## config.mk

```make
export PLATFORM = sky130hd
export DESIGN_NAME = inert_seq
export DESIGN_NICKNAME = d
export VERILOG_FILES = /design/src/rtl/inert_seq.sv
export SDC_FILE = /design/constraint.sdc
export NUM_CORES = 1
export LEC_CHECK = 0
export BUFFER_PORTS_ARGS = -buffer_cell sky130_fd_sc_hd__buf_2
export CAP_MARGIN = 0
export CORE_UTILIZATION = 55
export CTS_CLUSTER_SIZE = 8
export DETAILED_ROUTE_END_ITERATION = 6
export GPL_TIMING_DRIVEN = 0
export PLACE_DENSITY = 0.78
export SLEW_MARGIN = 30
export SYNTH_ARGS = -nofsm -noshare
export SYNTH_HDL_FRONTEND = slang
export SYNTH_SLANG_ARGS = --single-unit
```

## constraint.sdc

```tcl
create_clock -name clk -period 3 [get_ports clk]
set_clock_uncertainty 0.05 [all_clocks]
set_input_delay 0.15 -clock clk [delete_from_list [all_inputs] [get_ports clk]]
set_output_delay 0.15 -clock clk [all_outputs]
set_load 0.02 [all_outputs]
```

## src/rtl/inert_seq.sv

```systemverilog
// -----------------------------------------------------------------------------
// inert_seq : IMU command sequencer in front of a 16-bit SPI master.
//   After reset it waits 2**INIT_W cycles for the IMU to settle, then writes
//   four config registers. After that, each data-ready interrupt (INT) starts
//   a read set: pitch-rate L/H and Z-accel L/H. The assembled 16-bit pair is
//   presented on ptch_rt/AZ together with a one-cycle vld strobe.
//
// Optional feature macro: INERT_SETCNT_EN adds rd_cnt, a wrapping 8-bit count
// of completed read sets (+1 per vld).
//
// Ports
//   clk      in   system clock
//   rst      in   synchronous active-high reset
//   INT      in   IMU data-ready, asynchronous (double-flopped here)
//   done     in   SPI master done level; completion = its rising edge
//   rd_data  in   SPI read data; only [7:0] carries register contents
//   wrt      out  one-cycle pulse starting an SPI transfer
//   cmd      out  SPI command word, held until the next transfer
//   ptch_rt  out  pitch rate {H,L}, updated only with vld
//   AZ       out  Z acceleration {H,L}, updated only with vld
//   vld      out  one-cycle strobe: ptch_rt/AZ hold a new coherent pair
//   rd_cnt   out  (INERT_SETCNT_EN only) completed read-set count
// -----------------------------------------------------------------------------
module inert_seq #(
    parameter int unsigned INIT_W = 16
) (
    input  logic        clk,
    input  logic        rst,
    input  logic        INT,
    input  logic        done,
    input  logic [15:0] rd_data,
    output logic        wrt,
    output logic [15:0] cmd,
    output logic [15:0] ptch_rt,
    output logic [15:0] AZ,
    output logic        vld
`ifdef INERT_SETCNT_EN
    ,
    output logic [7:0]  rd_cnt
`endif
);

    typedef enum logic [2:0] {
        INIT, CFG, CFGW, IDLE, RD, RDW, DONE
    } state_t;

    state_t            state_q, state_d;
    logic [1:0]        idx_q, idx_d;
    logic [INIT_W-1:0] settle_q, settle_d;
    logic [2:0][7:0]   hold_q, hold_d;
    logic              int_ff1_q, int_ff2_q;
    logic              done_q;
    logic              wrt_q, wrt_d;
    logic [15:0]       cmd_q, cmd_d;
    logic [15:0]       ptch_q, ptch_d;
    logic [15:0]       az_q, az_d;
    logic              vld_q, vld_d;
    logic              done_rise_c;

    // Upper read byte carries no register contents.
    logic unused_rd_hi;
    assign unused_rd_hi = ^rd_data[15:8];

    // Config write words, issued in order.
    function automatic logic [15:0] cfg_word(input logic [1:0] i);
        case (i)
            2'd0:    cfg_word = 16'h0D02;
            2'd1:    cfg_word = 16'h1053;
            2'd2:    cfg_word = 16'h1150;
            default: cfg_word = 16'h1460;
        endcase
    endfunction

    // Read commands: pitch L, pitch H, AZ L, AZ H.
    function automatic logic [15:0] rd_word(input logic [1:0] i);
        case (i)
            2'd0:    rd_word = 16'hA200;
            2'd1:    rd_word = 16'hA300;
            2'd2:    rd_word = 16'hAC00;
            default: rd_word = 16'hAD00;
        endcase
    endfunction

    // Completion is the rising edge of done; the level is high while idle.
    assign done_rise_c = done & ~done_q;

    // Next-state and registered-output logic.
    always_comb begin
        state_d  = state_q;
        idx_d    = idx_q;
        settle_d = settle_q;
        hold_d   = hold_q;
        ptch_d   = ptch_q;
        az_d     = az_q;
        vld_d    = 1'b0;
        wrt_d    = 1'b0;
        cmd_d    = cmd_q;

        unique case (state_q)
            INIT: begin
                if (settle_q == '1) begin
                    state_d = CFG;
                    idx_d   = 2'd0;
                end else begin
                    settle_d = settle_q + INIT_W'(1);
                end
            end
            CFG:  state_d = CFGW;
            CFGW: begin
                if (done_rise_c) begin
                    if (idx_q == 2'd3) begin
                        state_d = IDLE;
                    end else begin
                        idx_d   = idx_q + 2'd1;
                        state_d = CFG;
                    end
                end
            end
            IDLE: begin
                if (int_ff2_q) begin
                    state_d = RD;
                    idx_d   = 2'd0;
                end
            end
            RD:   state_d = RDW;
            RDW: begin
                if (done_rise_c) begin
                    if (idx_q == 2'd3) begin
                        // Last byte goes straight to AZ so the pair updates together.
                        ptch_d  = {hold_q[1], hold_q[0]};
                        az_d    = {rd_data[7:0], hold_q[2]};
                        vld_d   = 1'b1;
                        state_d = DONE;
                    end else begin
                        hold_d[idx_q] = rd_data[7:0];
                        idx_d         = idx_q + 2'd1;
                        state_d       = RD;
                    end
                end
            end
            DONE:    state_d = IDLE;
            default: state_d = INIT;
        endcase

        // wrt/cmd are registered on entry so the pulse coincides with CFG/RD.
        if (state_d == CFG) begin
            wrt_d = 1'b1;
            cmd_d = cfg_word(idx_d);
        end else if (state_d == RD) begin
            wrt_d = 1'b1;
            cmd_d = rd_word(idx_d);
        end
    end

    // State and output registers.
    always_ff @(posedge clk) begin
        if (rst) begin
            state_q   <= INIT;
            idx_q     <= 2'd0;
            settle_q  <= '0;
            hold_q    <= '0;
            int_ff1_q <= 1'b0;
            int_ff2_q <= 1'b0;
            done_q    <= 1'b1;
            wrt_q     <= 1'b0;
            cmd_q     <= 16'h0000;
            ptch_q    <= 16'h0000;
            az_q      <= 16'h0000;
            vld_q     <= 1'b0;
        end else begin
            state_q   <= state_d;
            idx_q     <= idx_d;
            settle_q  <= settle_d;
            hold_q    <= hold_d;
            int_ff1_q <= INT;
            int_ff2_q <= int_ff1_q;
            done_q    <= done;
            wrt_q     <= wrt_d;
            cmd_q     <= cmd_d;
            ptch_q    <= ptch_d;
            az_q      <= az_d;
            vld_q     <= vld_d;
        end
    end

`ifdef INERT_SETCNT_EN
    logic [7:0] rd_cnt_q;

    // Completed read-set counter, wraps naturally.
    always_ff @(posedge clk) begin
        if (rst) begin
            rd_cnt_q <= 8'h00;
        end else if (vld_d) begin
            rd_cnt_q <= rd_cnt_q + 8'd1;
        end
    end

    assign rd_cnt = rd_cnt_q;
`endif

    assign wrt     = wrt_q;
    assign cmd     = cmd_q;
    assign ptch_rt = ptch_q;
    assign AZ      = az_q;
    assign vld     = vld_q;

endmodule

```

Word-level counts from Yosys, hierarchy flattened
Index checks and enable logic that the tools add are counted.
{ "totals": {"ff_bits": 98, "output_inout_bits": 50, "in_bits": 20, "word_cells": 67} }
{ "classes": {"mux": 22, "n_addsub": 2, "order_cmp": 2, "bitwise": 6, "n_eq_ne": 12, "n_reduce_logical": 9} }
{ "ops": {"columns": ["op", "count"], "rows": [
  ["one-hot mux 13 bit (3 select lines)", 1],
  ["one-hot mux 12 bit (3 select lines)", 1],
  ["2-to-1 mux 16 bit", 2],
  ["bitwise mux 24 bit", 1],
  ["one-hot mux 3 bit (7 select lines)", 1],
  ["adder 16 x 1 -> 16 bit, second input constant", 1],
  ["demux 8 bit (select 2 bit)", 1],
  ["equality test 16 bit, second input constant", 1],
  ["equality test 3 bit, second input constant", 4],
  ["2-to-1 mux 2 bit", 6],
  ["2-to-1 mux 3 bit", 4],
  ["2-to-1 mux 8 bit", 1],
  ["equality test 3 x 1 -> 1 bit, second input constant", 2],
  ["equality test 3 x 2 -> 1 bit, second input constant", 2],
  ["one-hot mux 2 bit (3 select lines)", 1],
  ["AND reduction 3 bit", 2],
  ["NOT 1 bit", 5],
  ["equality test 2 bit, second input constant", 2],
  ["logical NOT 3 bit", 1],
  ["< comparator 2 x 3 -> 1 bit, second input constant", 1],
  ["2-to-1 mux 1 bit", 3],
  ["OR reduction 3 bit", 1],
  ["adder 2 x 1 -> 2 bit, second input constant", 1],
  ["equality test 2 x 1 -> 1 bit, second input constant", 1],
  ["7 further kinds", 7]
]} }

Logic depth before layout (Yosys ltp)
{ "logic_depth": {"ltp_word": 8, "ltp_mapped": 10, "mapped_depth_nobuf": 9} }

Worst setup path after synthesis
Ideal clock, no wire load.
{ "synth_timing": {"path_type": "register -> register", "from": "register settle_q[4]", "to": "register cmd_q[8], in the netlist cmd[8]", "t_required_ns": 2.812, "setup_time_ns": 0.138, "path_stages_with_launch": 9, "arrival_time_ns": 2.304, "synth_period_minus_slack_ns": 2.492, "setup_slack_ns": 0.508, "n_path_buf": 0, "cell_sequence": "dfxtp_1 -> nand4_1 -> nor3_1 -> a21oi_1 -> o32ai_2 -> inv_1 -> ha_1 -> nor4b_1 -> a2111oi_2"} }
{ "synth_between": {"elab_chain_cells": 7, "elab_cells_between_ends": 15, "cone_classes": "eq/ne (5); mux (8); reduce/logical (2)"} }
{ "synth_rtl": {"columns": ["item", "line", "text"], "rows": [
  ["from (decl)", "49", "logic [INIT_W-1:0] settle_q, settle_d;"],
  ["from (signal assigned)", "173", "settle_q <= settle_d;"],
  ["equality test 16 bit (*)", "101", "if (settle_q == '1) begin"],
  ["2-to-1 mux 2 bit (*)", "101", null],
  ["one-hot mux 2 bit (3 select lines) (*)", "99", "unique case (state_q)"],
  ["named net idx_d[1]", "48", "logic [1:0] idx_q, idx_d;"],
  ["equality test 2 bit (tied with other cells)", "66, 76", null],
  ["one-hot mux 12 bit (3 select lines)", "76", "case (i)"],
  ["2-to-1 mux 16 bit", "149", "end else if (state_d == RD) begin"],
  ["2-to-1 mux 16 bit (*)", "146", "if (state_d == CFG) begin"],
  ["to (signal assigned)", "179", "cmd_q <= cmd_d;"],
  ["to (decl)", "54", "logic [15:0] cmd_q, cmd_d;"]
]} }
Mark *: on every way through the listed nets, which the timed path passes. The rest lies on a longest branch. The select of a mux whose other input is x is not followed.
A chain may end at the register's enable or synchronous reset.

Final worst setup path
Ends and elaborated chain as after synthesis.

==> summary.md <==
| Metric | Value |
|---|---|
| Share of the synthesized area in the top cell type | 0.4948 |
| Final worst path period need | 2719 ps |
| Mean Syn Cell Area | 8.636 um2 |
| Hold Crit Class | in -> reg |
| Failing checks | design-rule violations |
| Initial drt markers | 127 |
| Via count | roughly 3100 |
| Setup TNS Final | 0 ps |
| Dominant cells by area after synthesis | dfxtp_1 (49%), nand2_1 (8.4%), mux2i_1 (6.5%) |
| Synth Flop Type | dfxtp_1 |
| Clock Tree Buf Depth | 2 |
| Congestion Overflow GR | 0 |
| Later-pin clock latency in the skew report | roughly 360 ps |
| EDFF count, synth | 0 |
| Synth-to-layout area growth | 16.81% |
| Final GP Congestion | between 0.8 and 0.9 |
| Starting density of the core | 0.5763 |
| Synth async-reset ratio | 0 |
| DR WL/cell | 13.60 um |
| Pwr Density | 482.6 nW/um2 |
| Hold WS | 12.74 ps |
| First-pass GRT wire length | 13410 um |
| Fmax | 0.3678 GHz |
| Die area | 7101 um2 |
| CTS HTree Levels | 3 |
| WS Path Type | reg -> reg |
| Critical Path AT | ~2900 ps |
| Clock root cell | clkbuf_8 |
| Final WL | 7967 um |
| Leakage power | 1.682 nW |
| Flip-flop and latch count after synthesis | 92 |
| Hpwl dp | about 5600 um |
| Height of the die | between 80 and 90 um |
| Syn Std Cell Area | 3722 um2 |
| Post-synthesis sequential area ratio | 0.4948 |
| CP startpoint | settle_q[4] |
| Num CTS Buffers | 9 |
| Maximum VDD drop | 0.3416 mV |
| Total track usage | 0.2387 |
| Max-Cap Viols | 0 |
| Synth warnings | 0 |
| Reg2reg start | settle_q[4] |
| Unique cell type count in the Yosys netlist | 46 |
| IO Pins | 70 |
| CTS sink count | 92 |
| Drt first pass iters | 6 |
| Worst-path fanout max | 8 |
| Site Rows | 29 |
| Syn Inst Count | approximately 430 |
| Overall power | 2.098 mW |
| Post-route ant nets | 0 |
| Startpoint Class | flip-flop |
| Crit. End Element | flip-flop |
| Most frequent cells in the layout | dfxtp_1 (92), nand2_1 (83), nor2_1 (57) |
| Initial antenna violation count | 0 |
| Critical Path RT | 3180 ps |
| N_diodes | 0 |
| Die W | 84.27 um |
| IO buf count | 56 |
| Max_slew headroom | 0.3813 |
| Final setup fails | 0 |
| Vias per cell | between 5 and 6 |
| Final hold violations | 0 |
| Layout cells sized above 1 | 0.1729 |
| Most common cell after layout, fill and taps aside | dfxtp_1 |
| Status | finished, violations left |
| Unrepaired setup endpoints after global routing | no |
| Largest net degree at the start of global routing | 18 |
| DRC viols | 6 |
| CORE AREA | 6459 um2 |
| Vias in the first global route | 2853 |
| Min-delay src | rd_data[1] |
| Final worst path period share | 0.9063 |
| Fin. max-slew vios | 0 |
| Least-Margin Pin Slew | 924.7 ps |
| Largest area contributor in the netlist | dfxtp_1 |
| NumNets Final | 530 |
| CTS tree | built |
| Clk slew on worst S/H paths | 100 ps |
synth_stat cells, drive strengths merged, types with 5 or more instances:
| cell type | number |
|---|---|
| nor2 | 57 |
| buf | 8 |
| nor2b | 5 |
| a21oi | 44 |
| nand3 | 13 |
| mux2i | 24 |
| ha | 6 |
| nand2 | 83 |
| dfxtp | 92 |
| o21ai | 5 |
| xor2 | 5 |
| clkbuf | 22 |
| inv | 7 |
| xnor2 | 10 |
final timing paths:
kind | endpoint | slack [ps] | depth (start not counted)
worst min register to register | int_ff2_q | 400 | 1
worst max-delay path | cmd[8] | 280 | 8
worst min-delay path | AZ[9] | 10 | 3
worst max register to register | cmd[8] | 280 | 8
cell families (layout without fill, tap and decap cells):
family                   count (synthesis)  after routing  share of synthesized area
buffers and inverters                   37            112                    0.04538
adder cells (fa/ha/maj)                  6              6                    0.02017
XOR/XNOR                                15             15                    0.03529
flip-flops                              92             92                     0.4948
AND/OR/NAND/NOR                        190            190                     0.2316
multiplexers                            24             24                    0.06454
other                                    1              4                   0.001007
AO/OA/AOI/OAI                           66             66                     0.1072
timing repair:
| action | 4_1_cts | 5_1_grt |
|---|---|---|
| resized for setup | 0 | 3 |
| hold buffers | 2 | 1 |
| setup endpoints to repair | 0 | 2 |
| buffers inserted | 0 | 0 |
| hold endpoints to repair | 2 | 1 |
layout make-up:
class / count / area, um2
sequential: 92 / 1842
buffer: 30 / 142.6
multi-input combinational: 305 / 1739
timing repair buffer: 59 / 310.3
clock buffer: 10 / 137.6
fill: 553 / 2111
tap: 77 / 96.34
clock inverter: 6 / 53.80
inverter: 7 / 26.28
metal layers:
layer	global-route usage	wire, um
met5	0	0
met4	0.07994	51
met3	0.05506	402
met2	0.3838	3788
met1	0.3182	3723
where the power goes:
group	total, mW	switching [mW]	internal (mW)	leakage [nW]
Sequential	1.23	0.00510	1.23	0.742
Combinational	0.0656	0.0444	0.0211	0.844
Clock	0.802	0.462	0.340	0.0958
sequential cells by signal, summed over array words and instances, names as in the netlist:
signal	flops
hold_q	24
cmd	10
settle_q	16
AZ	16
idx_q	2
ptch_rt	16
wrt	1
int_ff2_q	1
int_ff1_q	1
vld	1
done_q	1
state_q	3
metrics by stage:
step                instances    util  worst slack (ps)  cell area (um2)
finish                    586  0.6732             281.2             4348
global route              586  0.6732             9.327             4348
CTS                       585  0.6691             32.40             4322
detailed placement        567  0.6364             38.05             4110
global placement          567  0.6364             197.1             4110
floorplan                 434       -             507.6             3734
critical path, stage by stage (launching register included):
cell       delay, ps
dfxtp_1          420
nand4_1          270
nor3_2           320
a21oi_1          240
o32ai_4          430
inv_1            130
ha_1             240
nor4b_1          380
a2111oi_2        100
No activity file was read; power rests on OpenSTA's default activity.
